### src/rtl/niski_lcd_pkg.sv
// Shared definitions for the HD44780 responder: opcode patterns, DDRAM geometry,
// busy FSM states, display-control bits and address-counter helpers.
package niski_lcd_pkg;

  localparam int          DDRAM_DEPTH = 80;
  localparam int          LINE_LEN    = 40;
  localparam logic [6:0]  LINE2_BASE  = 7'h40;
  localparam logic [6:0]  LINE1_LAST  = 7'(LINE_LEN - 1);
  localparam logic [6:0]  LINE2_LAST  = 7'(LINE2_BASE + LINE_LEN - 1);
  localparam logic [6:0]  DDRAM_LAST  = 7'(DDRAM_DEPTH - 1);

  localparam logic [7:0]  OP_CLEAR     = 8'h01;
  localparam logic [7:0]  MASK_HOME    = 8'hFE;
  localparam logic [7:0]  OP_HOME      = 8'h02;
  localparam logic [7:0]  MASK_ENTRY   = 8'hFC;
  localparam logic [7:0]  OP_ENTRY     = 8'h04;
  localparam logic [7:0]  MASK_DISP    = 8'hF8;
  localparam logic [7:0]  OP_DISP      = 8'h08;
  localparam logic [7:0]  MASK_SHIFT   = 8'hF0;
  localparam logic [7:0]  OP_SHIFT     = 8'h10;
  localparam logic [7:0]  MASK_FUNC    = 8'hE0;
  localparam logic [7:0]  OP_FUNC      = 8'h20;
  localparam logic [7:0]  MASK_CGRAM   = 8'hC0;
  localparam logic [7:0]  OP_CGRAM     = 8'h40;
  localparam logic [7:0]  MASK_DDRAM   = 8'h80;
  localparam logic [7:0]  OP_DDRAM     = 8'h80;

  typedef enum logic {ST_IDLE, ST_BUSY} lcd_state_t;

  typedef struct packed {
    logic display;
    logic cursor;
    logic blink;
  } disp_ctrl_t;

  function automatic logic ac_valid(input logic [6:0] ac, input logic two_line);
    if (two_line)
      return (ac <= LINE1_LAST) || ((ac >= LINE2_BASE) && (ac <= LINE2_LAST));
    return ac <= DDRAM_LAST;
  endfunction

  // Line 2 (0x40..0x67) lands directly after line 1 in the linear DDRAM.
  function automatic logic [6:0] ac_index(input logic [6:0] ac, input logic two_line);
    if (two_line && (ac >= LINE2_BASE))
      return ac - LINE2_BASE + 7'(LINE_LEN);
    return ac;
  endfunction

  function automatic logic [6:0] ac_step(input logic [6:0] ac, input logic inc,
                                         input logic two_line);
    if (!ac_valid(ac, two_line)) return 7'h00;
    if (inc) begin
      if (!two_line) return (ac == DDRAM_LAST) ? 7'h00 : ac + 7'd1;
      if (ac == LINE1_LAST) return LINE2_BASE;
      if (ac == LINE2_LAST) return 7'h00;
      return ac + 7'd1;
    end
    if (!two_line) return (ac == 7'h00) ? DDRAM_LAST : ac - 7'd1;
    if (ac == 7'h00) return LINE2_LAST;
    if (ac == LINE2_BASE) return LINE1_LAST;
    return ac - 7'd1;
  endfunction

endpackage

### src/rtl/lcd_ddram.sv
// 80x8 display data RAM: resets and clears to spaces (0x20), one write port,
// combinational read ports for the address counter and the debug index.
module lcd_ddram
  import niski_lcd_pkg::*;
(
  input  logic       clk,
  input  logic       rst,
  input  logic       we,
  input  logic [6:0] waddr,
  input  logic [7:0] wdata,
  input  logic       clr,
  input  logic [6:0] rd_idx,
  output logic [7:0] rd_data,
  input  logic [6:0] dbg_addr,
  output logic [7:0] dbg_char
);

  logic [7:0] mem_q [DDRAM_DEPTH];
  logic [7:0] mem_d [DDRAM_DEPTH];

  always_comb begin
    mem_d = mem_q;
    if (clr) begin
      for (int i = 0; i < DDRAM_DEPTH; i++) mem_d[i] = 8'h20;
    end else if (we && (waddr <= DDRAM_LAST)) begin
      mem_d[waddr] = wdata;
    end
  end

  always_ff @(posedge clk or posedge rst) begin
    if (rst) begin
      for (int i = 0; i < DDRAM_DEPTH; i++) mem_q[i] <= 8'h20;
    end else begin
      mem_q <= mem_d;
    end
  end

  // Reads see the registered contents, so a same-cycle write shows next cycle.
  assign rd_data  = (rd_idx   <= DDRAM_LAST) ? mem_q[rd_idx]   : 8'h00;
  assign dbg_char = (dbg_addr <= DDRAM_LAST) ? mem_q[dbg_addr] : 8'h00;

endmodule

### src/rtl/lcd_hd44780_responder.sv
// Panel-side HD44780 responder: E-fall execution, address counter, busy FSM.
// LCD_FOUR_BIT_EN enables the 4-bit (DL=0) nibble interface.
module lcd_hd44780_responder
  import niski_lcd_pkg::*;
#(
  parameter int CMD_CYCLES   = 2000,
  parameter int CLEAR_CYCLES = 82000
) (
  input  logic       clk,
  input  logic       rst,
  input  logic       lcd_rs,
  input  logic       lcd_rw,
  input  logic       lcd_e,
  input  logic [7:0] lcd_data_in,
  output logic [7:0] lcd_data_out,
  output logic       lcd_data_oe,
  input  logic [6:0] dbg_addr,
  output logic [7:0] dbg_char,
  output logic       display_on,
  output logic       cursor_on,
  output logic       blink_on,
  output logic       two_line,
  output logic       busy,
  output logic       cmd_error
);

  localparam int            CW         = $clog2(CLEAR_CYCLES + 1);
  localparam logic [CW-1:0] CMD_LOAD   = CW'(CMD_CYCLES - 1);
  localparam logic [CW-1:0] CLEAR_LOAD = CW'(CLEAR_CYCLES - 1);

  lcd_state_t    state_q, state_d;
  logic [CW-1:0] cnt_q, cnt_d;
  logic          e_q, e_d;
  logic [6:0]    ac_q, ac_d;
  logic          id_q, id_d;
  logic          s_q, s_d;
  logic          dl_q, dl_d;
  logic          n_q, n_d;
  disp_ctrl_t    ctrl_q, ctrl_d;
  logic          ph_q, ph_d;
  logic [3:0]    hi_q, hi_d;
  logic [7:0]    data_out_q, data_out_d;
  logic          oe_q, oe_d;
  logic          cmd_error_q, cmd_error_d;

  logic          four_bit;
  logic          fall;
  logic          last_nibble;
  logic [7:0]    cmd_byte;
  logic [7:0]    rd_byte;
  logic [7:0]    ram_rd;
  logic          ram_we;
  logic          ram_clr;
  logic          unused_bits;

`ifdef LCD_FOUR_BIT_EN
  assign four_bit    = ~dl_q;
  assign unused_bits = s_q;
`else
  // DL is remembered for status purposes only; the bus stays 8 bits wide.
  assign four_bit    = 1'b0;
  assign unused_bits = ^{s_q, dl_q};
`endif

  assign fall        = e_q & ~lcd_e;
  assign last_nibble = ~four_bit | ph_q;
  assign cmd_byte    = four_bit ? {hi_q, lcd_data_in[7:4]} : lcd_data_in;
  assign rd_byte     = lcd_rs ? ram_rd : {state_q == ST_BUSY, ac_q};

  lcd_ddram u_ddram (
    .clk      (clk),
    .rst      (rst),
    .we       (ram_we),
    .waddr    (ac_index(ac_q, n_q)),
    .wdata    (cmd_byte),
    .clr      (ram_clr),
    .rd_idx   (ac_index(ac_q, n_q)),
    .rd_data  (ram_rd),
    .dbg_addr (dbg_addr),
    .dbg_char (dbg_char)
  );

  always_comb begin
    state_d     = state_q;
    cnt_d       = cnt_q;
    e_d         = lcd_e;
    ac_d        = ac_q;
    id_d        = id_q;
    s_d         = s_q;
    dl_d        = dl_q;
    n_d         = n_q;
    ctrl_d      = ctrl_q;
    ph_d        = ph_q;
    hi_d        = hi_q;
    cmd_error_d = 1'b0;
    ram_we      = 1'b0;
    ram_clr     = 1'b0;

    oe_d = lcd_e & lcd_rw;
    if (lcd_e && lcd_rw)
      data_out_d = !four_bit ? rd_byte
                 : (ph_q ? {rd_byte[3:0], 4'h0} : {rd_byte[7:4], 4'h0});
    else
      data_out_d = 8'h00;

    if (state_q == ST_BUSY) begin
      if (cnt_q == '0) state_d = ST_IDLE;
      else             cnt_d   = cnt_q - 1'b1;
    end

    if (fall) begin
      if (four_bit) begin
        ph_d = ~ph_q;
        if (!ph_q) hi_d = lcd_data_in[7:4];
      end
      if (last_nibble) begin
        if (lcd_rw) begin
          if (lcd_rs) ac_d = ac_step(ac_q, id_q, n_q);
        end else if (state_q == ST_BUSY) begin
          cmd_error_d = 1'b1;
        end else begin
          state_d = ST_BUSY;
          cnt_d   = CMD_LOAD;
          if (lcd_rs) begin
            ram_we = ac_valid(ac_q, n_q);
            ac_d   = ac_step(ac_q, id_q, n_q);
          end else if ((cmd_byte & MASK_DDRAM) == OP_DDRAM) begin
            ac_d = cmd_byte[6:0];
          end else if ((cmd_byte & MASK_CGRAM) == OP_CGRAM) begin
            ac_d = ac_q;
          end else if ((cmd_byte & MASK_FUNC) == OP_FUNC) begin
            dl_d = cmd_byte[4];
            n_d  = cmd_byte[3];
            if (cmd_byte[4]) ph_d = 1'b0;
          end else if ((cmd_byte & MASK_SHIFT) == OP_SHIFT) begin
            if (!cmd_byte[3]) ac_d = ac_step(ac_q, cmd_byte[2], n_q);
          end else if ((cmd_byte & MASK_DISP) == OP_DISP) begin
            ctrl_d = disp_ctrl_t'(cmd_byte[2:0]);
          end else if ((cmd_byte & MASK_ENTRY) == OP_ENTRY) begin
            id_d = cmd_byte[1];
            s_d  = cmd_byte[0];
          end else if ((cmd_byte & MASK_HOME) == OP_HOME) begin
            ac_d  = 7'h00;
            cnt_d = CLEAR_LOAD;
          end else if (cmd_byte == OP_CLEAR) begin
            ram_clr = 1'b1;
            ac_d    = 7'h00;
            id_d    = 1'b1;
            cnt_d   = CLEAR_LOAD;
          end
        end
      end
    end
  end

  always_ff @(posedge clk or posedge rst) begin
    if (rst) begin
      state_q     <= ST_IDLE;
      cnt_q       <= '0;
      e_q         <= 1'b0;
      ac_q        <= 7'h00;
      id_q        <= 1'b1;
      s_q         <= 1'b0;
      dl_q        <= 1'b1;
      n_q         <= 1'b0;
      ctrl_q      <= '0;
      ph_q        <= 1'b0;
      hi_q        <= 4'h0;
      data_out_q  <= 8'h00;
      oe_q        <= 1'b0;
      cmd_error_q <= 1'b0;
    end else begin
      state_q     <= state_d;
      cnt_q       <= cnt_d;
      e_q         <= e_d;
      ac_q        <= ac_d;
      id_q        <= id_d;
      s_q         <= s_d;
      dl_q        <= dl_d;
      n_q         <= n_d;
      ctrl_q      <= ctrl_d;
      ph_q        <= ph_d;
      hi_q        <= hi_d;
      data_out_q  <= data_out_d;
      oe_q        <= oe_d;
      cmd_error_q <= cmd_error_d;
    end
  end

  assign lcd_data_out = data_out_q;
  assign lcd_data_oe  = oe_q;
  assign display_on   = ctrl_q.display;
  assign cursor_on    = ctrl_q.cursor;
  assign blink_on     = ctrl_q.blink;
  assign two_line     = n_q;
  assign busy         = (state_q == ST_BUSY);
  assign cmd_error    = cmd_error_q;

endmodule
### config.mk
export PLATFORM = sky130hd
export DESIGN_NAME = lcd_hd44780_responder
export DESIGN_NICKNAME = d
export VERILOG_FILES = /design/src/rtl/niski_lcd_pkg.sv /design/src/rtl/lcd_ddram.sv /design/src/rtl/lcd_hd44780_responder.sv
export SDC_FILE = /design/constraint.sdc
export NUM_CORES = 2
export LEC_CHECK = 0
export CAP_MARGIN = 10
export CORE_MARGIN = 5
export CORE_UTILIZATION = 30
export DETAILED_ROUTE_END_ITERATION = 8
export PLACE_DENSITY_LB_ADDON = 0.15
export SYNTH_ARGS = -nofsm -noshare
export SYNTH_HDL_FRONTEND = slang
export SYNTH_SLANG_ARGS = --single-unit
### constraint.sdc
create_clock -name clk -period 73.9 [get_ports clk]
set_input_delay 14.78 -clock clk [delete_from_list [all_inputs] [get_ports clk]]
set_output_delay 14.78 -clock clk [all_outputs]
set_load 0.01 [all_outputs]
Word-level counts from Yosys, hierarchy flattened
Cells that the tools add are included.
W data, S select, Z words.
- output and inout bits: 23
- word-level logic and storage cells: 568
- bits in registers: 681
- bitwise logic cells: 13
- reductions and logical operators: 15
- equality and inequality tests: 19
- mux-type cells: 415
- $add $sub $neg: 5
- $lt $le $gt $ge: 9
- operators by type and width (operator ; count):
    $mux W640 ; 2
    $mux W7 ; 128
    $bwmux W640 ; 1
    $mux W1 ; 258
    $mux W17 ; 14
    $bmux W8 S7 ; 2
    $mux W8 ; 9
    $demux W8 S7 ; 1
    $le A7 B7 Y1 const B ; 4
    $eq A7 B7 Y1 const B ; 3
    $reduce_and A9 Y1 ; 2
    $logic_not A17 Y1 ; 1
    $sub A17 B1 Y17 const B ; 1
    $ge A8 B8 Y1 const B ; 2
    $not A7 Y8 ; 2
    $ne A5 B5 Y1 const B ; 3
    $reduce_and A11 Y1 ; 1
    $not A1 Y1 ; 9
    $eq A8 B1 Y1 const B ; 1
    $lt A8 B1 Y1 const B ; 1
    $ne A4 B4 Y1 const B ; 2
    $add A7 B1 Y7 const B ; 1
    $add A7 B6 Y7 const B ; 1
    $eq A7 B1 Y1 const B ; 1
    other kinds (18) ; 26

Logic depth before layout (Yosys ltp)
- depth in word-level cells: 89
- gate-level depth with buffers: 13
- mapped depth without buffers: 8

Cells and area by module
From an unflattened synthesis, not the netlist that was laid out.
- cell total of the unflattened synthesis: 3612
- area total of the unflattened synthesis: 38608.3 um^2
- by module, submodules not included (module ; cells an instance ; instances ; area an instance (um^2)):
    lcd_ddram ; 3290 ; 1 ; 35803.1
    lcd_hd44780_responder ; 322 ; 1 ; 2805.2

Worst setup path after synthesis
Ideal clock, no wire load.
- kind: input -> output
- start: in dbg_addr[0]
- end: out dbg_char[6]
- path slack: 42296 ps
- path buffers: 4
- arrival: 16824 ps
- data required time: 59120 ps
- stages on the path: 8
- cell sequence: clkbuf_1 buf_4 buf_2 buf_2 mux4_2 mux2_2 o211ai_1 nand3_1
- longest elaborated chain between the ends: 5
- elaborated cells on any way between the ends: 6
- classes of those cells: order compare: 1; mux: 4; bitwise: 1
- ends and longest elaborated chain (item ; line ; RTL):
    start, declared ; lcd_hd44780_responder.sv:17 ; input logic [6:0] dbg_addr,
    $not A7 Y8 (implied by the code) ; lcd_ddram.sv:40 ; assign dbg_char = (dbg_addr <= DDRAM_LAST) ? mem_q[dbg_addr] : 8'h00;
    $bmux W8 S7 ; lcd_ddram.sv:40 ;
    $mux W8 (implied by the code) (2 in a row) ; lcd_ddram.sv:40 ;
    $mux W8 * ; lcd_ddram.sv:40 ;
    end, declared ; lcd_hd44780_responder.sv:18 ; output logic [7:0] dbg_char,
Every way passes the cells marked *; elsewhere a longest branch is shown, timed or not. The select of a mux whose other input is x is not followed.

Final worst setup path
- start: in dbg_addr[2]
- end: out dbg_char[1]
Same word-level chain as after synthesis.

==> metrics.md <==
| Metric | Value |
|---|---|
| Crit path capture type | `output port` |
| Worst Hold Launch | `cnt_q[11]` |
| Skew-Pair Late Insertion Delay | `660 ps` |
| Synth area leader | `dfrtp_1` |
| Met1 WL | `73,600 um` |
| Hold endpoint | `cnt_q[11]` |
| Final TNS setup | `0 ps` |
| FP Rows | `133` |
| Syn-to-layout area delta | `11.3%` |
| Wire per inst | `28.7 um` |
| Nets | `4,011` |
| Grt total ovfl | `0` |
| Critical path data arrival time | `18,880 ps` |
| Post-synthesis cell area | `39,600 um2` |
| Flop pwr share | `0.346` |
| Routability congestion estimate | `0.919` |
| Max-slew violation count | `0` |
| Status | `completed` |
| Dominant synthesized flop cell | `dfrtp_1` |
| CTS max path bufs | `3` |
| Syn nets | `4,193` |
| CP Data Required Time | `59,120 ps` |
| Via density | `5.68` |
| Chip width | `373 um` |
| DRT antenna net count | `0` |
| Initial antenna violation count | `6` |
| CTS buffer count | `82` |
| Worst VDD drop | `0.0000138 V` |
| NetSw | `0.411 mW` |
| Via count | `33,000` |
| Post-Synthesis Cells | `4,166` |
| Worst-margin pin slew | `1250 ps` |
| Cell Count Post-Placement | `5,651` |
| Drt total wl | `167,000 um` |
| Synth async-reset ratio | `1.00` |
| Die height | `373 um` |
| Post_cts resized | `0` |
| Final Non-Filler Cells | `5,808` |
| Vias in the first global route | `31,900` |
| Max-cap check violation count | `0` |
| Placed wire-length estimate | `109,000 um` |
| IO Pins | `43` |
| Routed met3 length | `11,700 um` |
| Largest net degree at the start of global routing | `102` |
| Clk root buf | `clkbuf_16` |
| Crit. Startpoint | `dbg_addr[2]` |
| Synth unique cells | `91` |
| Top sig layer | `met5` |
| Reg2Reg Depth | `9` |
| GRT Total Usage | `0.233` |
| Comb pwr share | `0.270` |
| Sw Ratio | `0.363` |
| Metal2 WL | `75,000 um` |
| Core Region | `131,000 um2` |
| Clock Sinks | `681` |
| TritonRoute pass-1 iters | `5` |
| Clk pin slew, worst setup/hold paths | `50 ps` |
| RSZ-0062 raised after global routing | `false` |
| RR Startpoint | `ac_q[2]` |
| Hold Buf Count CTS | `0` |
| Critical Path Start Type | `input port` |
| Hold Path Stages | `1` |
| Register area share after synthesis | `0.433` |
| Post-synth EDFFs | `0` |
| Initial Utilization | `0.302` |
| Worst Setup Path Type | `input port to output port` |
| Leak | `17.3 nW` |
| Syn. warnings | `0` |
| # DRC | `0` |
| Util after Layout | `0.336` |
| Ratio of cells with drive above 1 in the final layout | `0.171` |
| Fin crit period | `33,660 ps` |
| Final Cycle Share | `0.455` |
| Reg-to-reg endpoint | `u_ddram.mem_q[168]` |
| Hold Path Class | `register to register` |
| Reg2reg setup slack | `68,240 ps` |
| FF+latch count, synth | `681` |
| Relative slew slack | `0.163` |
| Highest clock rate | `29.7 MHz` |
| Yosys top cell area share | `0.379` |
| H-Tree Depth | `3` |
| Final Hold Vio Count | `0` |
| Clock share of power | `0.383` |
| Avg Cell Area, Syn | `9.51 um2` |
| Post-CTS Setup Bufs | `0` |
| First-pass GRT wire length | `244,000 um` |
| Internal power | `0.720 mW` |
| Synth top area cells | `dfrtp_1, mux4_2, nand2_1` |
| Crit path max fanout | `36` |
| DRT iter0 DRCs | `3,884` |
| Pwr per Cell Area | `25.6 nW/um2` |
| Worst clock skew | `19.7 ps` |
| TritonCTS clock tree | `done` |
| Die ar. | `139,000 um2` |
| Final setup viols | `0` |
| I/O Buffers | `42` |
## cell type report
class | instances | area (um2)
Timing Repair Buffer | 146 | 1210
Clock inverter | 25 | 338
Clock buffer | 125 | 2490
Multi-Input combinational cell | 3042 | 20600
Fill cell | 13300 | 87200
Inverter | 31 | 125
Sequential cell | 681 | 17200
Tap cell | 1755 | 2200
Antenna cell | 3 | 7.51
## worst max path at each step
stage | to
finish | dbg_char[1]
floorplan | ac_q[0]
detailed placement | dbg_char[1]
CTS | dbg_char[1]
global route | dbg_char[3]
global placement | dbg_char[3]
## registers in the layout, summed over array words and instances, names as in the netlist, 7 cells and up
register and cells:
ac_q 7, cnt_q 17, lcd_data_out 8, u_ddram.mem_q 640
## placed cells by master (no fill, tap or decap), drive strengths merged, types with 10 or more instances in the layout
cell / n
nor2b: 30
mux2: 62
nand3: 78
a22o: 14
o22ai: 54
dfstp: 81
o221ai: 59
clkbuf: 126
nor2: 182
a211oi: 31
a221oi: 12
clkinv: 15
inv: 31
buf: 115
mux2i: 151
nand2: 1096
xnor2: 12
mux4: 233
o211ai: 29
nand2b: 17
o21ai: 585
clkdlybuf4s50: 30
a21oi: 107
a22oi: 26
nor4: 21
nor3: 57
o31ai: 10
a221o: 10
dfrtp: 600
## per-layer routing
layer,up-vias,track usage
met5,-,0
met4,4,0.0847
met3,274,0.0393
met2,1335,0.360
met1,16800,0.331
li1,14500,-
## cells by family after synthesis
family | count (synthesis) | synth area share
XOR/XNOR | 19 | 0.00420
AND/OR/NAND/NOR | 1546 | 0.168
multiplexers | 446 | 0.188
AO/OA/AOI/OAI | 1024 | 0.156
adder cells (fa/ha/maj) | 7 | 0.00221
buffers and inverters | 443 | 0.0492
flip-flops | 681 | 0.433
## worst max-delay path: stages
cell             delay (ps)
buf_6                   340
buf_4                   570
buf_4                   660
mux4_2                  400
nor2b_1                 140
a211oi_1                590
a21oi_1                 260
a22oi_1                 260
o211ai_1                210
clkdlybuf4s50_1         540
## per-stage QoR
stage	hold WS, ps	cell area, um2	power, mW	worst slack, ps
finish	480	44100	1.13	40240
global route	528	44100	1.16	40220
CTS	485	44100	1.14	40330
detailed placement	477	41200	0.699	40330
global placement	482	41200	0.700	40380
floorplan	448	39600	0.572	40160
## cells in the mapped netlist (9+ instances only)
master	count
a221oi_1	12
nor4_4	14
nand4_1	9
nor2_1	180
nor2b_1	30
inv_1	28
nand2b_1	17
dfstp_2	81
a21oi_1	106
a211oi_1	31
mux4_2	233
o211ai_1	27
a31oi_1	9
o21ai_0	579
mux2i_1	151
a22oi_1	26
o22ai_1	54
nor3_1	56
buf_1	34
and2_1	9
mux2_2	61
and3_1	9
a22o_1	14
clkbuf_1	214
buf_4	23
o31ai_1	10
xnor2_1	12
nand3_1	77
buf_2	136
o221ai_1	59
a221o_1	10
dfrtp_1	600
nand2_1	1090
## power by group through the flow
stage / Clock, mW / Combinational, mW / Sequential, mW
3_5_place_dp: 0 / 0.301 / 0.398
5_1_grt: 0.457 / 0.315 / 0.392
6_report: 0.433 / 0.306 / 0.391
3_3_place_gp: 0 / 0.302 / 0.398
2_1_floorplan: 0 / 0.188 / 0.384
4_1_cts: 0.443 / 0.301 / 0.391
Power figures use the tool's default switching activity.
